## src/rtl/vram_arb_pkg.sv

```systemverilog
// Shared types and constants for the VRAM slot arbiter.
// Build option: VRAM_ARB_BLANK_FREE_EN opens every blank phase 0-6 to CPU
// starts; without it the CPU starts only at phase 6.
package vram_arb_pkg;

    localparam int unsigned ADDR_W = 13;
    localparam int unsigned DATA_W = 8;
    localparam int unsigned CNT_W  = 9;
    localparam int unsigned PH_W   = 3;

    // Display window opens at H=256; being a multiple of 8 it always opens on phase 0.
    localparam logic [CNT_W-1:0] H_ACT_START = 9'd256;

    localparam logic [PH_W-1:0] PH_REN_LAST  = 3'd5;
    localparam logic [PH_W-1:0] PH_CPU_START = 3'd6;
    localparam logic [PH_W-1:0] PH_LAST      = 3'd7;

`ifdef VRAM_ARB_BLANK_FREE_EN
    localparam bit BLANK_FREE = 1'b1;
`else
    localparam bit BLANK_FREE = 1'b0;
`endif

    typedef enum logic [2:0] {
        ST_IDLE    = 3'd0,
        ST_SETUP   = 3'd1,
        ST_STROBE  = 3'd2,
        ST_ACK     = 3'd3,
        ST_RELEASE = 3'd4
    } arb_state_t;

endpackage

```

## src/rtl/vram_slot_decoder.sv

```systemverilog
// Slot decoder: classifies the current absolute H/V position into slot phase,
// display-active, renderer-slot and CPU-start permission. Purely combinational.
// Honours VRAM_ARB_BLANK_FREE_EN through vram_arb_pkg::BLANK_FREE.
module vram_slot_decoder
    import vram_arb_pkg::*;
#(
    parameter logic [CNT_W-1:0] V_ACT_FIRST = 9'd272,
    parameter logic [CNT_W-1:0] V_ACT_LAST  = 9'd495
) (
    input  logic [CNT_W-1:0] i_ABS_H_CNTR,
    input  logic [CNT_W-1:0] i_ABS_V_CNTR,
    output logic [PH_W-1:0]  o_PHASE,
    output logic             o_ACTIVE,
    output logic             o_REN_SLOT,
    output logic             o_CPU_START_OK
);

    // Decode phase, display window and slot ownership rights for this tick.
    always_comb begin
        o_PHASE    = i_ABS_H_CNTR[PH_W-1:0];
        o_ACTIVE   = (i_ABS_H_CNTR >= H_ACT_START) &&
                     (i_ABS_V_CNTR >= V_ACT_FIRST) &&
                     (i_ABS_V_CNTR <= V_ACT_LAST);
        o_REN_SLOT = o_ACTIVE && (o_PHASE <= PH_REN_LAST);
        // Phase 7 never starts an access, so the strobe (start+1) can never
        // fall on phase 0 of a renderer group.
        o_CPU_START_OK = (o_PHASE == PH_CPU_START) ||
                         (!o_ACTIVE && (o_PHASE != PH_LAST) && BLANK_FREE);
    end

endmodule

```

## src/rtl/vram_slot_arbiter.sv

```systemverilog
// VRAM slot arbiter: shares the single 8-bit video RAM port between the
// fixed-slot tile renderer and CPU req/ack accesses. Renderer slots are never
// delayed; the CPU gets reserved phase-6 slots (and blank slots when
// VRAM_ARB_BLANK_FREE_EN is defined).
module vram_slot_arbiter
    import vram_arb_pkg::*;
#(
    parameter logic [CNT_W-1:0] V_ACT_FIRST = 9'd272,
    parameter logic [CNT_W-1:0] V_ACT_LAST  = 9'd495
) (
    input  logic              i_EMU_MCLK,
    input  logic              i_EMU_INITRST_n,
    input  logic              i_EMU_CLK6MPCEN_n,
    input  logic [CNT_W-1:0]  i_ABS_H_CNTR,
    input  logic [CNT_W-1:0]  i_ABS_V_CNTR,
    input  logic [ADDR_W-1:0] i_REN_ADDR,
    output logic [DATA_W-1:0] o_REN_DOUT,
    output logic              o_REN_DVALID,
    output logic [PH_W-1:0]   o_REN_PHASE,
    input  logic              i_CPU_REQ,
    input  logic              i_CPU_WR,
    input  logic [ADDR_W-1:0] i_CPU_ADDR,
    input  logic [DATA_W-1:0] i_CPU_DIN,
    output logic              o_CPU_ACK,
    output logic [DATA_W-1:0] o_CPU_DOUT,
    output logic [ADDR_W-1:0] o_RAM_ADDR,
    output logic [DATA_W-1:0] o_RAM_DOUT,
    input  logic [DATA_W-1:0] i_RAM_DIN,
    output logic              o_RAM_CS_n,
    output logic              o_RAM_WE_n
);

    logic [PH_W-1:0]   w_phase;
    logic              w_active;
    logic              w_ren_slot;
    logic              w_cpu_start_ok;
    logic              w_tick;
    logic              w_ren_own;

    arb_state_t        r_state;
    arb_state_t        w_cur_state;
    arb_state_t        w_next_state;
    logic              w_cpu_own;
    logic              w_cpu_we;
    logic              w_cpu_ack;
    logic              w_cpu_rd_cap;

    logic [ADDR_W-1:0] w_ram_addr;
    logic [DATA_W-1:0] w_ram_dout;
    logic              w_ram_cs_n;
    logic              w_ram_we_n;
    logic [ADDR_W-1:0] r_last_addr;
    logic [DATA_W-1:0] r_last_dout;

    logic              r_ren_dvalid;
    logic [DATA_W-1:0] r_ren_dout;
    logic [PH_W-1:0]   r_ren_phase;
    logic [DATA_W-1:0] r_cpu_dout;

    vram_slot_decoder #(
        .V_ACT_FIRST (V_ACT_FIRST),
        .V_ACT_LAST  (V_ACT_LAST)
    ) u_slot_decoder (
        .i_ABS_H_CNTR   (i_ABS_H_CNTR),
        .i_ABS_V_CNTR   (i_ABS_V_CNTR),
        .o_PHASE        (w_phase),
        .o_ACTIVE       (w_active),
        .o_REN_SLOT     (w_ren_slot),
        .o_CPU_START_OK (w_cpu_start_ok)
    );

    assign w_tick    = ~i_EMU_CLK6MPCEN_n;
    assign w_ren_own = w_active & w_ren_slot;

    // CPU access sequencing: current-state decode, next state and port requests.
    always_comb begin
        // SETUP is the start tick itself: the permitted phase is only known in
        // that tick, so the IDLE->SETUP step is taken combinationally and the
        // register next holds STROBE. This keeps the strobe at start+1.
        w_cur_state = r_state;
        if ((r_state == ST_IDLE) && i_CPU_REQ && w_cpu_start_ok) begin
            w_cur_state = ST_SETUP;
        end

        w_next_state = w_cur_state;
        w_cpu_own    = 1'b0;
        w_cpu_we     = 1'b0;
        w_cpu_ack    = 1'b0;
        w_cpu_rd_cap = 1'b0;

        case (w_cur_state)
            ST_IDLE: begin
                w_next_state = ST_IDLE;
            end
            ST_SETUP: begin
                w_cpu_own    = 1'b1;
                w_next_state = ST_STROBE;
            end
            ST_STROBE: begin
                w_cpu_own    = 1'b1;
                w_cpu_we     = i_CPU_WR;
                w_cpu_rd_cap = ~i_CPU_WR;
                w_next_state = ST_ACK;
            end
            ST_ACK: begin
                w_cpu_ack    = 1'b1;
                w_next_state = ST_RELEASE;
            end
            ST_RELEASE: begin
                // A request still held after ack is never served again.
                if (!i_CPU_REQ) begin
                    w_next_state = ST_IDLE;
                end
            end
            default: begin
                w_next_state = ST_IDLE;
            end
        endcase
    end

    // FSM state register, advancing on pixel ticks only.
    always_ff @(posedge i_EMU_MCLK or negedge i_EMU_INITRST_n) begin
        if (!i_EMU_INITRST_n) begin
            r_state <= ST_IDLE;
        end else if (w_tick) begin
            r_state <= w_next_state;
        end
    end

    // RAM port mux: renderer first, then CPU, otherwise deselected with held bus.
    always_comb begin
        w_ram_addr = r_last_addr;
        w_ram_dout = r_last_dout;
        w_ram_cs_n = 1'b1;
        w_ram_we_n = 1'b1;
        // Reset deselects the RAM at once, aborting any strobe in flight.
        if (i_EMU_INITRST_n) begin
            if (w_ren_own) begin
                w_ram_addr = i_REN_ADDR;
                w_ram_cs_n = 1'b0;
            end else if (w_cpu_own) begin
                w_ram_addr = i_CPU_ADDR;
                w_ram_dout = i_CPU_DIN;
                w_ram_cs_n = 1'b0;
                w_ram_we_n = ~w_cpu_we;
            end
        end
    end

    // Hold the last driven address and write data while nobody owns the port.
    always_ff @(posedge i_EMU_MCLK or negedge i_EMU_INITRST_n) begin
        if (!i_EMU_INITRST_n) begin
            r_last_addr <= '0;
            r_last_dout <= '0;
        end else if (w_tick) begin
            r_last_addr <= w_ram_addr;
            r_last_dout <= w_ram_dout;
        end
    end

    // Capture renderer fetch data; it is presented during the following tick.
    always_ff @(posedge i_EMU_MCLK or negedge i_EMU_INITRST_n) begin
        if (!i_EMU_INITRST_n) begin
            r_ren_dvalid <= 1'b0;
            r_ren_dout   <= '0;
            r_ren_phase  <= '0;
        end else if (w_tick) begin
            r_ren_dvalid <= w_ren_own;
            if (w_ren_own) begin
                r_ren_dout  <= i_RAM_DIN;
                r_ren_phase <= w_phase;
            end
        end
    end

    // Latch CPU read data at the strobe tick; held until the next read.
    always_ff @(posedge i_EMU_MCLK or negedge i_EMU_INITRST_n) begin
        if (!i_EMU_INITRST_n) begin
            r_cpu_dout <= '0;
        end else if (w_tick && w_cpu_rd_cap) begin
            r_cpu_dout <= i_RAM_DIN;
        end
    end

    assign o_RAM_ADDR   = w_ram_addr;
    assign o_RAM_DOUT   = w_ram_dout;
    assign o_RAM_CS_n   = w_ram_cs_n;
    assign o_RAM_WE_n   = w_ram_we_n;
    assign o_CPU_ACK    = w_cpu_ack;
    assign o_CPU_DOUT   = r_cpu_dout;
    assign o_REN_DVALID = r_ren_dvalid;
    assign o_REN_DOUT   = r_ren_dout;
    assign o_REN_PHASE  = r_ren_phase;

endmodule

```

## config.mk

```make
export PLATFORM = sky130hd
export DESIGN_NAME = vram_slot_arbiter
export DESIGN_NICKNAME = d
export VERILOG_FILES = /design/src/rtl/vram_arb_pkg.sv /design/src/rtl/vram_slot_decoder.sv /design/src/rtl/vram_slot_arbiter.sv
export SDC_FILE = /design/constraint.sdc
export NUM_CORES = 1
export LEC_CHECK = 0
export ABC_AREA = 0
export CORE_MARGIN = 3
export CORE_UTILIZATION = 46
export DETAILED_ROUTE_END_ITERATION = 8
export PLACE_DENSITY_LB_ADDON = 0.3
export SETUP_SLACK_MARGIN = 0.2
export SYNTH_ARGS = -nofsm -noshare
export SYNTH_HDL_FRONTEND = slang
export SYNTH_HIERARCHICAL = 1
export SYNTH_SLANG_ARGS = --single-unit
```

## constraint.sdc

```tcl
create_clock -name i_EMU_MCLK -period 3.3 [get_ports i_EMU_MCLK]
set_input_delay 0.33 -clock i_EMU_MCLK [delete_from_list [all_inputs] [get_ports i_EMU_MCLK]]
set_output_delay 0.33 -clock i_EMU_MCLK [all_outputs]
set_load 0.03 [all_outputs]
```

==> impl_metrics.ini <==
[status]
status = completed

[route]
drt_iter0_drc = 106
vias = 2246
wire_per_inst_um = 16.1
viasPerCell = 5.53
post-route-drc-count = 0
ant_nets = 0
wl_mm = 6.52
first_pass_iters = 4

[power]
power_frac_clock = 0.110
vdd_drop_max_v = 0.000475
comb_power_share = 0.617
p_sw_frac = 0.436
p_leak_uw = 0.00160
power_switching_uw = 1390
power.density_mw_per_mm2 = 873
cellInternalPower_uw = 1800
p_seq_frac = 0.274

[logic_synthesis]
synth_top_cell_area_share = 0.434
syn_area_per_cell_um2 = 10.7
netlist-cell-type-count = 38
synth_seq_cells = 44
synthesis.nets = 303
ys.flop_type = dfrtp_1
netlist_top_cells_area = dfrtp_1, mux2_2, a211oi_1
synth_seq_area_share = 0.434
synth-edff-count = 0
synth_cells = 238
yosys_warnings = 6
syn_area_mm2 = 0.00254
async_flop_share = 1.00
synth.largest_area_cell = dfrtp_1

[floorplanning]
start_util = 0.487
dieArea_mm2 = 0.00644
chipWidth_um = 80.3
chipHeight_um = 80.3
io_pins = 109
rows = 26
core_area_mm2 = 0.00520

[critical_path]
start_kind = input pin
crit_arrival_ns = 2.69
setup.worst_path.start = i_ABS_V_CNTR[5]
required_ns = 2.97
crit_type = input pin to output port
critPathTopFamily = simple AND/OR/NAND/NOR gates
worst-path-buf-inv = 3
crit_fanout = 8
cp-end-kind = output port
path_cells = clkdlybuf4s50_1, nor4_4, nor3_1, and2_1, or4_1, buf_4, mux2_4, dlygate4sd2_1
crit_slowest_cell = clkdlybuf4s50_1
r2r_start = r_state[0]
slowest_delay_ns = 0.47

[final_layout]
num-nets-final = 400
final_cell_area_mm2 = 0.00366
drive_above_1_share = 0.205
antennaDiodeCount = 0
regArea_mm2 = 0.00110
fillerInstances = 421
layout_common_cells = clkdlybuf4s50_1, dfrtp_1, inv_1
area_growth_syn_to_layout_pct = 44.3
multi_input_area_mm2 = 0.00123
final_common_cell = clkdlybuf4s50_1

[grt]
track_usage = 0.211
grt_pass1_vias = 2260
antenna_found_initial = 0
gr-total-overflow = 0
grt_max_degree = 42
grt_pass1_wl_mm = 10.8

[timing]
fmax_mhz = 331
finalSetupViolations = 0
worst_pin_slew_ns = 0.671
slew-limit-headroom = 0.549
hold_viol = 0
period_needed_ns = 3.02
slew_violations = 0
rsz0062_at_grt = no
skew_ns = 0.00548
finalCritPeriodShare = 0.915
fin_tns_setup_ns = 0

[clocking]
clk_path_buf_depth = 2
cts_buffers = 5
cts_tree = built
cts.sinks = 44
cts-root-buf = clkbuf_8
insertion_delay_ns = 0.29
clk_pin_slew_ns = 0.08
cts_max_level = 2

[place]
numPortBuffers = 99
dp_hpwl_mm = 4.75
place_area_mm2 = 0.00357
gp_congestion = 0.762

[worst_hold_path]
min_path_type = input pin to async pin

[job]
cap_violations = 0
## metal layers
layer / vias up / GRT usage / routed length, µm
met5: - / 0 / 0
met4: 0 / 0.0422 / 36
met3: 5 / 0.0493 / 517
met2: 92 / 0.349 / 3160
met1: 1061 / 0.283 / 2810
li1: 1088 / - / -
## cell families (layout without fill, tap and decap cells)
| group | Yosys count | count (layout) | share of synthesized area |
|---|---|---|---|
| compound gates | 60 | 60 | 0.188 |
| flops | 44 | 44 | 0.434 |
| simple gates | 49 | 49 | 0.121 |
| buf+inv | 49 | 147 | 0.0853 |
| mux | 36 | 36 | 0.172 |
## synth_stat cells, types with 2 or more instances
library cell and number:
a2bb2oi_1 2, buf_1 2, clkbuf_1 7, mux2_2 21, buf_4 4, mux2_1 7
inv_1 26, buf_2 8, nand2_1 8, a211oi_1 23, dfrtp_1 44, o2bb2ai_1 2
mux2_4 8, o22ai_1 11, o31ai_1 3, o211a_1 2, o41ai_1 2, nor2_1 3
nand3b_1 2, a211o_1 2, nor3b_1 2, o311a_1 11, nor3_1 23
## state kept, by name, indices dropped and copies added, names as in the netlist
name	count
r_last_addr	13
o_CPU_DOUT	8
o_REN_DOUT	8
r_last_dout	8
o_REN_PHASE	3
r_state	3
o_REN_DVALID	1
## worst reg2reg max path: stages (launching register included)
cell	delay, ns
dfrtp_1	0.44
a21o_1	0.21
buf_4	0.21
nor4_4	0.64
buf_4	0.33
a211oi_1	0.11
## final timing paths
check / endpoint / slack, ns / cells past startpoint
setup reg to reg: r_last_addr[9] / 1.24 / 5
setup / recovery: o_RAM_DOUT[0] / 0.28 / 8
max in group asynchronous: r_last_addr[4] / 2.07 / 3
hold reg to reg: r_last_dout[7] / 0.49 / 1
min in group i_EMU_MCLK: r_last_dout[7] / 0.49 / 1
hold / removal: r_last_addr[0] / 0.43 / 2
## power by group through the flow
| stage | Clock (µW) | Combinational (µW) | Sequential, µW |
|---|---|---|---|
| final | 350 | 1970 | 874 |
| after global routing | 375 | 2100 | 902 |
| after CTS | 360 | 1980 | 874 |
| after detailed placement | 0 | 2020 | 885 |
| after global placement | 0 | 2000 | 869 |
| after floorplan | 0 | 1150 | 1020 |
## through the flow
stage	total power, µW	setup WS (ns)	util	hold WS [ns]	instances
global route	3380	0.205	0.703	0.465	406
finish	3190	0.281	0.703	0.434	406
CTS	3220	0.275	0.703	0.425	406
detailed placement	2910	0.0418	0.685	0.212	397
global placement	2870	0.0926	0.685	0.212	397
floorplan	2170	0.616	-	0.0344	238
## cell type report
cell class,instances,share of cell area
multi-input combinational,145,0.337
timing repair buffer,112,0.285
clock inverter,1,0.00205
clock buffer,7,0.0236
tap,70,0.0239
inverter,27,0.0277
sequential,44,0.301
## repair_timing
action                     4_1_cts  5_1_grt
setup endpoints to repair        8        0
setup buffers                    0        0
hold endpoints to repair         5        0
resized for setup                8        0
hold buffers                     1        0
Power figures use the tool's default switching activity.
